**config.mk**
```make
export PLATFORM = sky130hd
export DESIGN_NAME = ft832_bus_tracer
export DESIGN_NICKNAME = d
export VERILOG_FILES = /design/src/rtl/ft832_bus_tracer.sv
export SDC_FILE = /design/constraint.sdc
export NUM_CORES = 2
export LEC_CHECK = 0
export ABC_CLOCK_PERIOD_IN_PS = 7200
export CORE_UTILIZATION = 58
export DETAILED_ROUTE_END_ITERATION = 16
export GPL_TIMING_DRIVEN = 0
export PLACE_DENSITY = 0.75
export SLEW_MARGIN = 25
export SYNTH_ARGS = -nofsm -noshare
export SYNTH_HDL_FRONTEND = slang
export SYNTH_SLANG_ARGS = --single-unit
```
**constraint.sdc**
```tcl
create_clock -name clk -period 7.2 [get_ports clk]
set_clock_uncertainty 0.05 [all_clocks]
set_input_delay 1.8 -clock clk [delete_from_list [all_inputs] [get_ports clk]]
set_output_delay 1.8 -clock clk [all_outputs]
set_load 0.03 [all_outputs]
```
**src/rtl/ft832_bus_tracer.sv**
```systemverilog
// FT832 bus tracer: logs CPU state/address changes with timestamps into a show-ahead FIFO,
// gated by a masked address trigger and a post-trigger event count.
module ft832_bus_tracer #(
    parameter int DEPTH = 64,
    parameter int TSW   = 16,
    parameter int AW    = 32
) (
    input  logic                     clk,
    input  logic                     rst_n,
    input  logic [5:0]               cpu_state,
    input  logic [AW-1:0]            cpu_ad,
    input  logic [7:0]               cpu_db,
    input  logic                     cpu_rw,
    input  logic                     arm,
    input  logic                     abort,
    input  logic [AW-1:0]            trig_addr,
    input  logic [AW-1:0]            trig_mask,
    input  logic [15:0]              post_cnt,
    output logic                     tv_o,
    output logic [TSW+AW+15:0]       tdat_o,
    input  logic                     tready_i,
    output logic [1:0]               trc_state,
    output logic                     ovf,
    output logic [$clog2(DEPTH):0]   level
);
    localparam int PW = $clog2(DEPTH);
    localparam int LW = PW + 1;
    localparam int DW = TSW + AW + 16;

    typedef enum logic [1:0] {
        ST_IDLE    = 2'd0,
        ST_ARMED   = 2'd1,
        ST_CAPTURE = 2'd2,
        ST_DONE    = 2'd3
    } trc_state_e;

    trc_state_e      state_r, state_nx_s;
    logic [5:0]      prev_state_r;
    logic [AW-1:0]   prev_ad_r;
    logic [TSW-1:0]  ts_r;
    logic [15:0]     remaining_r, remaining_nx_s;
    logic            unlimited_r, unlimited_nx_s;
    logic            gap_pending_r;
    logic            ovf_r;
    logic            tv_r;
    logic [PW-1:0]   wr_ptr_r, rd_ptr_r;
    logic [LW-1:0]   level_r, level_nx_s;
    logic [DW-1:0]   mem_r [DEPTH];

    logic            evt_s, match_s, log_s, flush_s;
    logic            full_s, pop_s, push_s, drop_s;
    logic [DW-1:0]   entry_s;

    assign evt_s   = (cpu_state != prev_state_r) | (cpu_ad != prev_ad_r);
    assign match_s = evt_s & (((cpu_ad ^ trig_addr) & trig_mask) == '0);
    assign full_s  = (level_r == LW'(DEPTH));
    assign entry_s = {gap_pending_r, cpu_rw, cpu_state, cpu_ad, cpu_db, ts_r};

    // Trace controller next state: arm beats abort beats the normal flow.
    always_comb begin
        state_nx_s     = state_r;
        remaining_nx_s = remaining_r;
        unlimited_nx_s = unlimited_r;
        log_s          = 1'b0;
        flush_s        = 1'b0;
        if (arm) begin
            state_nx_s = ST_ARMED;
            flush_s    = 1'b1;
        end else if (abort) begin
            state_nx_s = ST_IDLE;
        end else begin
            case (state_r)
                ST_IDLE: state_nx_s = ST_IDLE;
                ST_ARMED: begin
                    if (match_s) begin
                        log_s          = 1'b1;
                        remaining_nx_s = post_cnt - 16'd1;
                        unlimited_nx_s = (post_cnt == 16'd0);
                        if (post_cnt == 16'd1) begin
                            state_nx_s = ST_DONE;
                        end else begin
                            state_nx_s = ST_CAPTURE;
                        end
                    end else begin
                        state_nx_s = ST_ARMED;
                    end
                end
                ST_CAPTURE: begin
                    if (evt_s) begin
                        log_s = 1'b1;
                        if (unlimited_r) begin
                            remaining_nx_s = remaining_r;
                        end else begin
                            // Dropped events also consume the budget.
                            remaining_nx_s = remaining_r - 16'd1;
                            if (remaining_r == 16'd1) begin
                                state_nx_s = ST_DONE;
                            end else begin
                                state_nx_s = ST_CAPTURE;
                            end
                        end
                    end else begin
                        state_nx_s = ST_CAPTURE;
                    end
                end
                ST_DONE: state_nx_s = ST_DONE;
                default: state_nx_s = ST_IDLE;
            endcase
        end
    end

    // FIFO handshake: a pop frees the slot, so a full FIFO still accepts a same-cycle push.
    always_comb begin
        pop_s      = tv_r & tready_i & ~flush_s;
        push_s     = log_s & (~full_s | pop_s);
        drop_s     = log_s & full_s & ~pop_s;
        level_nx_s = level_r;
        if (flush_s) begin
            level_nx_s = '0;
        end else begin
            case ({push_s, pop_s})
                2'b10:   level_nx_s = level_r + LW'(1);
                2'b01:   level_nx_s = level_r - LW'(1);
                default: level_nx_s = level_r;
            endcase
        end
    end

    // Control, timestamp, change-detect and FIFO pointer registers.
    always_ff @(posedge clk or negedge rst_n) begin
        if (!rst_n) begin
            state_r       <= ST_IDLE;
            prev_state_r  <= 6'd0;
            prev_ad_r     <= '0;
            ts_r          <= '0;
            remaining_r   <= 16'd0;
            unlimited_r   <= 1'b0;
            gap_pending_r <= 1'b0;
            ovf_r         <= 1'b0;
            tv_r          <= 1'b0;
            wr_ptr_r      <= '0;
            rd_ptr_r      <= '0;
            level_r       <= '0;
        end else begin
            state_r      <= state_nx_s;
            prev_state_r <= cpu_state;
            prev_ad_r    <= cpu_ad;
            ts_r         <= ts_r + TSW'(1);
            remaining_r  <= remaining_nx_s;
            unlimited_r  <= unlimited_nx_s;
            level_r      <= level_nx_s;
            tv_r         <= (level_nx_s != '0);
            if (flush_s) begin
                wr_ptr_r      <= '0;
                rd_ptr_r      <= '0;
                ovf_r         <= 1'b0;
                gap_pending_r <= 1'b0;
            end else begin
                if (push_s) begin
                    wr_ptr_r      <= wr_ptr_r + PW'(1);
                    gap_pending_r <= 1'b0;
                end else if (drop_s) begin
                    ovf_r         <= 1'b1;
                    gap_pending_r <= 1'b1;
                end else begin
                    wr_ptr_r <= wr_ptr_r;
                end
                if (pop_s) begin
                    rd_ptr_r <= rd_ptr_r + PW'(1);
                end else begin
                    rd_ptr_r <= rd_ptr_r;
                end
            end
        end
    end

    // Trace storage; contents are meaningless outside the valid window.
    always_ff @(posedge clk) begin
        if (push_s) begin
            mem_r[wr_ptr_r] <= entry_s;
        end
    end

    assign tdat_o    = mem_r[rd_ptr_r];
    assign tv_o      = tv_r;
    assign trc_state = state_r;
    assign ovf       = ovf_r;
    assign level     = level_r;

endmodule

```
Yosys cells after proc, flatten, opt, wreduce, memory -nomap -nowiden
Memory sizes are Yosys's and may differ from the RTL's.
Index checks and enable logic that the tools add are counted.
{ "totals": {"reg_bits": 95, "mem_bits_rw": 4096, "in_bits": 132, "output_inout_bits": 75, "wordCells": 93, "mem_count": 1} }
{ "mem_list": {"columns": ["name", "depth", "word_bits", "read_ports", "rd_ports_with_merged_regs", "write_ports", "line_no", "source"], "rows": [
  ["mem_r", 64, 64, 1, 0, 1, "48", "logic [DW-1:0] mem_r [DEPTH];"]
]} }
{ "classes": {"add_sub_neg": 7, "eq_ne": 15, "n_mux": 31, "bitwise_logic": 15, "reduce_logical": 12} }
{ "ops": {"columns": ["cell", "n"], "rows": [
  ["$mux W16", 3],
  ["$and A32 B32 Y32", 1],
  ["$eq A16 B1 Y1 const B", 2],
  ["$logic_not A32 Y1", 1],
  ["$ne A32 B32 Y1", 1],
  ["$pmux W16 S2", 1],
  ["$sub A16 B1 Y16 const B", 2],
  ["$xor A32 B32 Y32", 1],
  ["$mux W6", 4],
  ["$add A16 B1 Y16 const B", 1],
  ["$logic_not A16 Y1", 1],
  ["$mux W1", 14],
  ["$pmux W7 S2", 1],
  ["$add A6 B1 Y6 const B", 2],
  ["$mux W2", 5],
  ["$ne A2 B2 Y1 const B", 4],
  ["$pmux W2 S4", 1],
  ["$reduce_bool A2 Y1", 4],
  ["$add A7 B1 Y7 const B", 1],
  ["$eq A7 B7 Y1 const B", 1],
  ["$mux W7", 1],
  ["$reduce_bool A7 Y1", 1],
  ["$sub A7 B1 Y7 const B", 1],
  ["$and A1 B1 Y1", 6],
  ["12 further kinds", 20]
]} }

Logic depth before layout (Yosys ltp)
{ "depth": {"depth_word": 13, "mapped_depth": 15, "ltp_nobuf": 15} }

Worst setup path before layout
Ideal clock, no wire load.
{ "synth_timing": {"path_type": "input to register", "startpoint": "input cpu_ad[7]", "endpoint": "memory mem_r[56][0] (netlist name), enable pin", "setup_time_ns": 0.487, "t_arrival_ns": 6.265, "required_ns": 6.663, "path_slack_ns": 0.399, "path_stages": 9, "n_path_buf": 2, "path_cell_list": "xor2_1 a22oi_1 nand4_1 o41ai_2 nand3_1 clkbuf_1 or4_1 clkbuf_1 nor2_1"} }
{ "synth_via": {"elab_chain_cells": 11, "elab_cells_between_ends": 14, "classes_between": "1 x eq/ne; 7 x mux; 5 x bitwise; 1 x reduce/logical"} }
{ "synth_rtl": {"columns": ["item", "line_no", "source"], "rows": [
  ["start, declared", "11", "input logic [AW-1:0] cpu_ad,"],
  ["$xor A32 B32 Y32", "55", "assign match_s = evt_s & (((cpu_ad ^ trig_addr) & trig_mask) == '0);"],
  ["$and A32 B32 Y32", "55", null],
  ["$logic_not A32 Y1", "55", null],
  ["$and A1 B1 Y1", "55", null],
  ["$mux W1", "75", "if (match_s) begin"],
  ["$pmux W1 S2 *", "72", "case (state_r)"],
  ["$mux W1 *", "69", "end else if (abort) begin"],
  ["$mux W1 *", "66", "if (arm) begin"],
  ["$and A1 B1 Y1 *", "115", "push_s = log_s & (~full_s | pop_s);"],
  ["$mux W1 *", "179", "if (push_s) begin"],
  ["$mux W1 (implied by the code) *", "180", "mem_r[wr_ptr_r] <= entry_s;"],
  ["end, declared", "48", null]
]} }
Mark *: on every way between the ends. The rest lies on a longest branch, timed or not.

Worst setup path in the final report
{ "layout_timing": {"startpoint": "register rd_ptr_r[1]", "endpoint": "output tdat_o[58]"} }
{ "layout_via": {"elab_chain_cells": 1} }
{ "layout_rtl": {"columns": ["item", "line_no", "source"], "rows": [
  ["start, declared", "46", "logic [PW-1:0] wr_ptr_r, rd_ptr_r;"],
  ["start signal, assigned", "169", "rd_ptr_r <= rd_ptr_r + PW'(1);"],
  ["start signal, assigned", "171", "rd_ptr_r <= rd_ptr_r;"],
  ["$mem_v2 Z64 W64", null, null],
  ["end, declared", "20", "output logic [TSW+AW+15:0] tdat_o,"]
]} }
No other way between the ends.

==> results by group <==
Status
  – Status: finished with violations
  – Violations in the final reports: setup timing

Worst hold path
  – Worst hold path class: reg2reg

Logic synthesis
  – Most frequent cell after synthesis: edfxtp_1
  – Cell taking the most area after synthesis: edfxtp_1
  – Main synth FF type: edfxtp_1
  – Yosys top cell area share: 76.8%
  – Seq/Total Area, Yosys: 78.3%
  – Syn Inst Count: 6349
  – Synth area leaders: edfxtp_1 77%, mux4_2 19%, dfrtp_1 1.5%, clkbuf_1 0.46%, xnor2_1 0.33%
  – Flops & latches, synth: ~4200
  – Cell area after synthesis: approximately 0.16 sq mm
  – Syn Nets: around 6500
  – Post-synthesis async set-or-reset flop share: around 2.3%
  – EDFF count, synth: between 4000 and 5000
  – Yosys warnings: 0
  – Commonest cells in the netlist: 4096 x edfxtp_1, 1344 x mux4_2, 195 x clkbuf_1, 102 x nor2_1, 95 x dfrtp_1
  – Synth cell types: 51
  – Syn avg cell area: roughly 25 sq um

Clock network
  – Clock transition at path regs: roughly 0.070 ns
  – TritonCTS Buffers: 410
  – Hold_buf cts: 0
  – CTS HTree Levels: 5
  – CTS Sinks: roughly 4200
  – CTS max path bufs: 4
  – Root buffer cell: clkbuf_16
  – Post-CTS Setup Bufs: 0
  – Clk_lat worst skew: between 0.9 and 1 ns
  – TritonCTS clock tree: done

STA
  – Final hold violation count: 0
  – Post-layout min period: roughly 7.3 ns
  – Max Fclk: 137 MHz
  – Slew at the pin closest to its max-slew limit: 1.17 ns
  – Part of the cycle the worst path needs: 101%
  – Pins Over Slew Limit: 0
  – Final setup fails: 21
  – Final worst slack: -0.0869 ns
  – Relative slew margins: a little over a fifth

Global routing
  – Initial antenna violation count: 32
  – Global route total overflow: 0
  – Global-route wire length before repair: ~670000 um
  – Pin count of the biggest net entering global routing: between 60 and 70
  – Vias in the first global route: around 84000
  – GRT Total Usage: 35.4%

Layout
  – P&R area growth vs syn: 17.9%
  – Multi-input gate area: approximately 0.034 sq mm
  – Final nets: 7455
  – Final core occ: between 60% and 70%
  – FILL cells: between 10000 and 15000
  – Layout cells sized above 1: ~34%
  – Finished Cell Area: roughly 0.19 sq mm
  – Register Area: 0.125 sq mm

Critical path
  – Crit path DAT: between 5 and 6 ns
  – CP Launch Type: flip-flop
  – Req. time, crit path: about 5.4 ns
  – Maximum fanout along the worst path: 10
  – Setup crit end kind: output pin
  – Crit Path Category: reg2out

Drt
  – Drt first pass iters: 6
  – Met2 Routed Length: ~240000 um
  – Antenna-violating nets left: 0
  – DRC viols: 0
  – Vias: 82500
  – DR iter-0 viols: between 10000 and 15000
  – Via density: just over 7
  – Met1 wire length: ~150000 um
  – Wire per inst: approximately 43 um
  – WL final: approximately 490000 um
  – DR top layer: met5
  – WL met3: 65000 um

Placement
  – Dpl hpwl: 293000 um
  – Port buffer count: approximately 210
  – Final GP Congestion: between 0.8 and 0.9
  – Area after DPL: 0.175 sq mm

Floorplanning
  – Core area: 0.274 sq mm
  – Die area: around 0.28 sq mm
  – # IOs: around 210
  – Chip height: between 500 and 600 um
  – Die X: approximately 530 um
  – Starting density of the core: 58.4%
  – Num rows: approximately 190

Power and ir drop
  – Peak VDD IR: roughly 0.00023 V
  – Power Total: 48.8 mW
  – Pwr Density: between 200 and 300 mW/mm^2
  – Leakage dissipation: between 50 and 60 nW

Job
  – Max-cap violations: 0
per-layer routing:
| layer | vias up | global-route usage, % |
|---|---|---|
| met5 | - | 0 |
| met4 | 22 | 19.7 |
| met3 | 1659 | 9.33 |
| met2 | 8003 | 57.3 |
| met1 | 43200 | 43.8 |
| li1 | 29700 | - |
path summary, 6_finish.rpt:
path | start | endpoint | slack [ns] | cells after the start
worst max-delay path | rd_ptr_r[1] | tdat_o[58] | -0.09 | 9
worst min-delay path | remaining_r[9] | remaining_r[9] | 0.46 | 1
worst max register to register | prev_state_r[0] | mem_r[33][23] | 1.38 | 12
worst min register to register | remaining_r[9] | remaining_r[9] | 0.46 | 1
max in group asynchronous | rst_n | ts_r[14] | 5.64 | 2
min in group asynchronous | rst_n | remaining_r[12] | 0.72 | 1
critical path, cell delays in order, from the launching register on:
cell and delay (ns):
dfrtp_1 0.40, clkbuf_1 0.36, buf_4 0.39, clkbuf_2 0.40
buf_12 0.27, buf_4 0.35, mux4_2 0.39, mux4_2 0.66
mux4_2 0.60, clkdlybuf4s50_1 0.64
through the flow:
| stage | worst slack, ns | setup TNS, ns | hold WS (ns) | cells |
|---|---|---|---|---|
| after global placement | -8.47 | - | 0.436 | 10200 |
| after floorplan | 0.399 | 0 | 0.414 | 6349 |
| after detailed placement | -0.0274 | -0.979 | 0.436 | 10600 |
| after global routing | -0.0158 | -0.0188 | 0.466 | 11300 |
| final | -0.0869 | -0.498 | 0.458 | 11400 |
| after CTS | 0.00544 | 0 | 0.453 | 11300 |
kinds of logic (layout without fill, tap and decap cells):
| kind of cell | Yosys count | in the layout | share of synthesized area [%] |
|---|---|---|---|
| other | 0 | 39 | 0 |
| DFF | 4191 | 4191 | 78.3 |
| AOI/OAI and AO/OA | 94 | 94 | 0.383 |
| and+or+nand+nor | 247 | 247 | 0.739 |
| buffers and inverters | 338 | 1622 | 0.871 |
| xor gates and xnor gates | 108 | 108 | 0.591 |
| muxes | 1354 | 1354 | 19.0 |
| adders and majority gates | 17 | 17 | 0.138 |
power by group:
part           leakage, nW  switching, mW  internal [mW]
clock network         6.40           9.44           12.1
logic                 13.0          0.423          0.167
registers             40.0         0.0340           26.7
layout make-up:
| class | count | share of cell area [%] |
|---|---|---|
| Clock buffer | 517 | 5.76 |
| Inverter | 13 | 0.0259 |
| Buffer | 318 | 0.845 |
| Tap cell | 3686 | 2.44 |
| Antenna cell | 39 | 0.0517 |
| Multi-Input combinational cell | 1820 | 17.9 |
| Clock inverter | 222 | 1.19 |
| Sequential cell | 4191 | 66.5 |
| Timing Repair Buffer | 552 | 5.30 |
repair_timing:
action                                  4_1_cts  5_1_grt
endpoints found under the setup margin       64       28
pin swaps                                     0        0
resized for setup                            82       14
registers in the layout, indices dropped and copies added, names as in the netlist:
| name | cells |
|---|---|
| gap_pending_r | 1 |
| level | 7 |
| mem_r | 4096 |
| ovf | 1 |
| prev_ad_r | 32 |
| prev_state_r | 6 |
| rd_ptr_r | 6 |
| remaining_r | 16 |
| trc_state | 2 |
| ts_r | 16 |
| tv_o | 1 |
| unlimited_r | 1 |
| wr_ptr_r | 6 |
cells in the final DEF (no fill, tap or decap), drive strengths merged, types with 4 or more instances in the layout:
cell type / instances
a21oi: 23
a22o: 7
a22oi: 16
and3: 7
buf: 496
bufinv: 39
clkbuf: 719
clkdlybuf4s15: 14
clkdlybuf4s50: 158
clkinv: 165
clkinvlp: 10
dfrtp: 95
diode: 39
edfxtp: 4096
ha: 16
inv: 21
mux2i: 9
mux4: 1344
nand2: 39
nand2b: 6
nand3: 18
nand4: 26
nor2: 102
nor3: 17
nor4: 9
o21a: 4
o21ai: 20
o22ai: 9
or2: 4
or3: 5
or4: 6
xnor2: 60
xor2: 48
(Power assumes the default switching activity.)
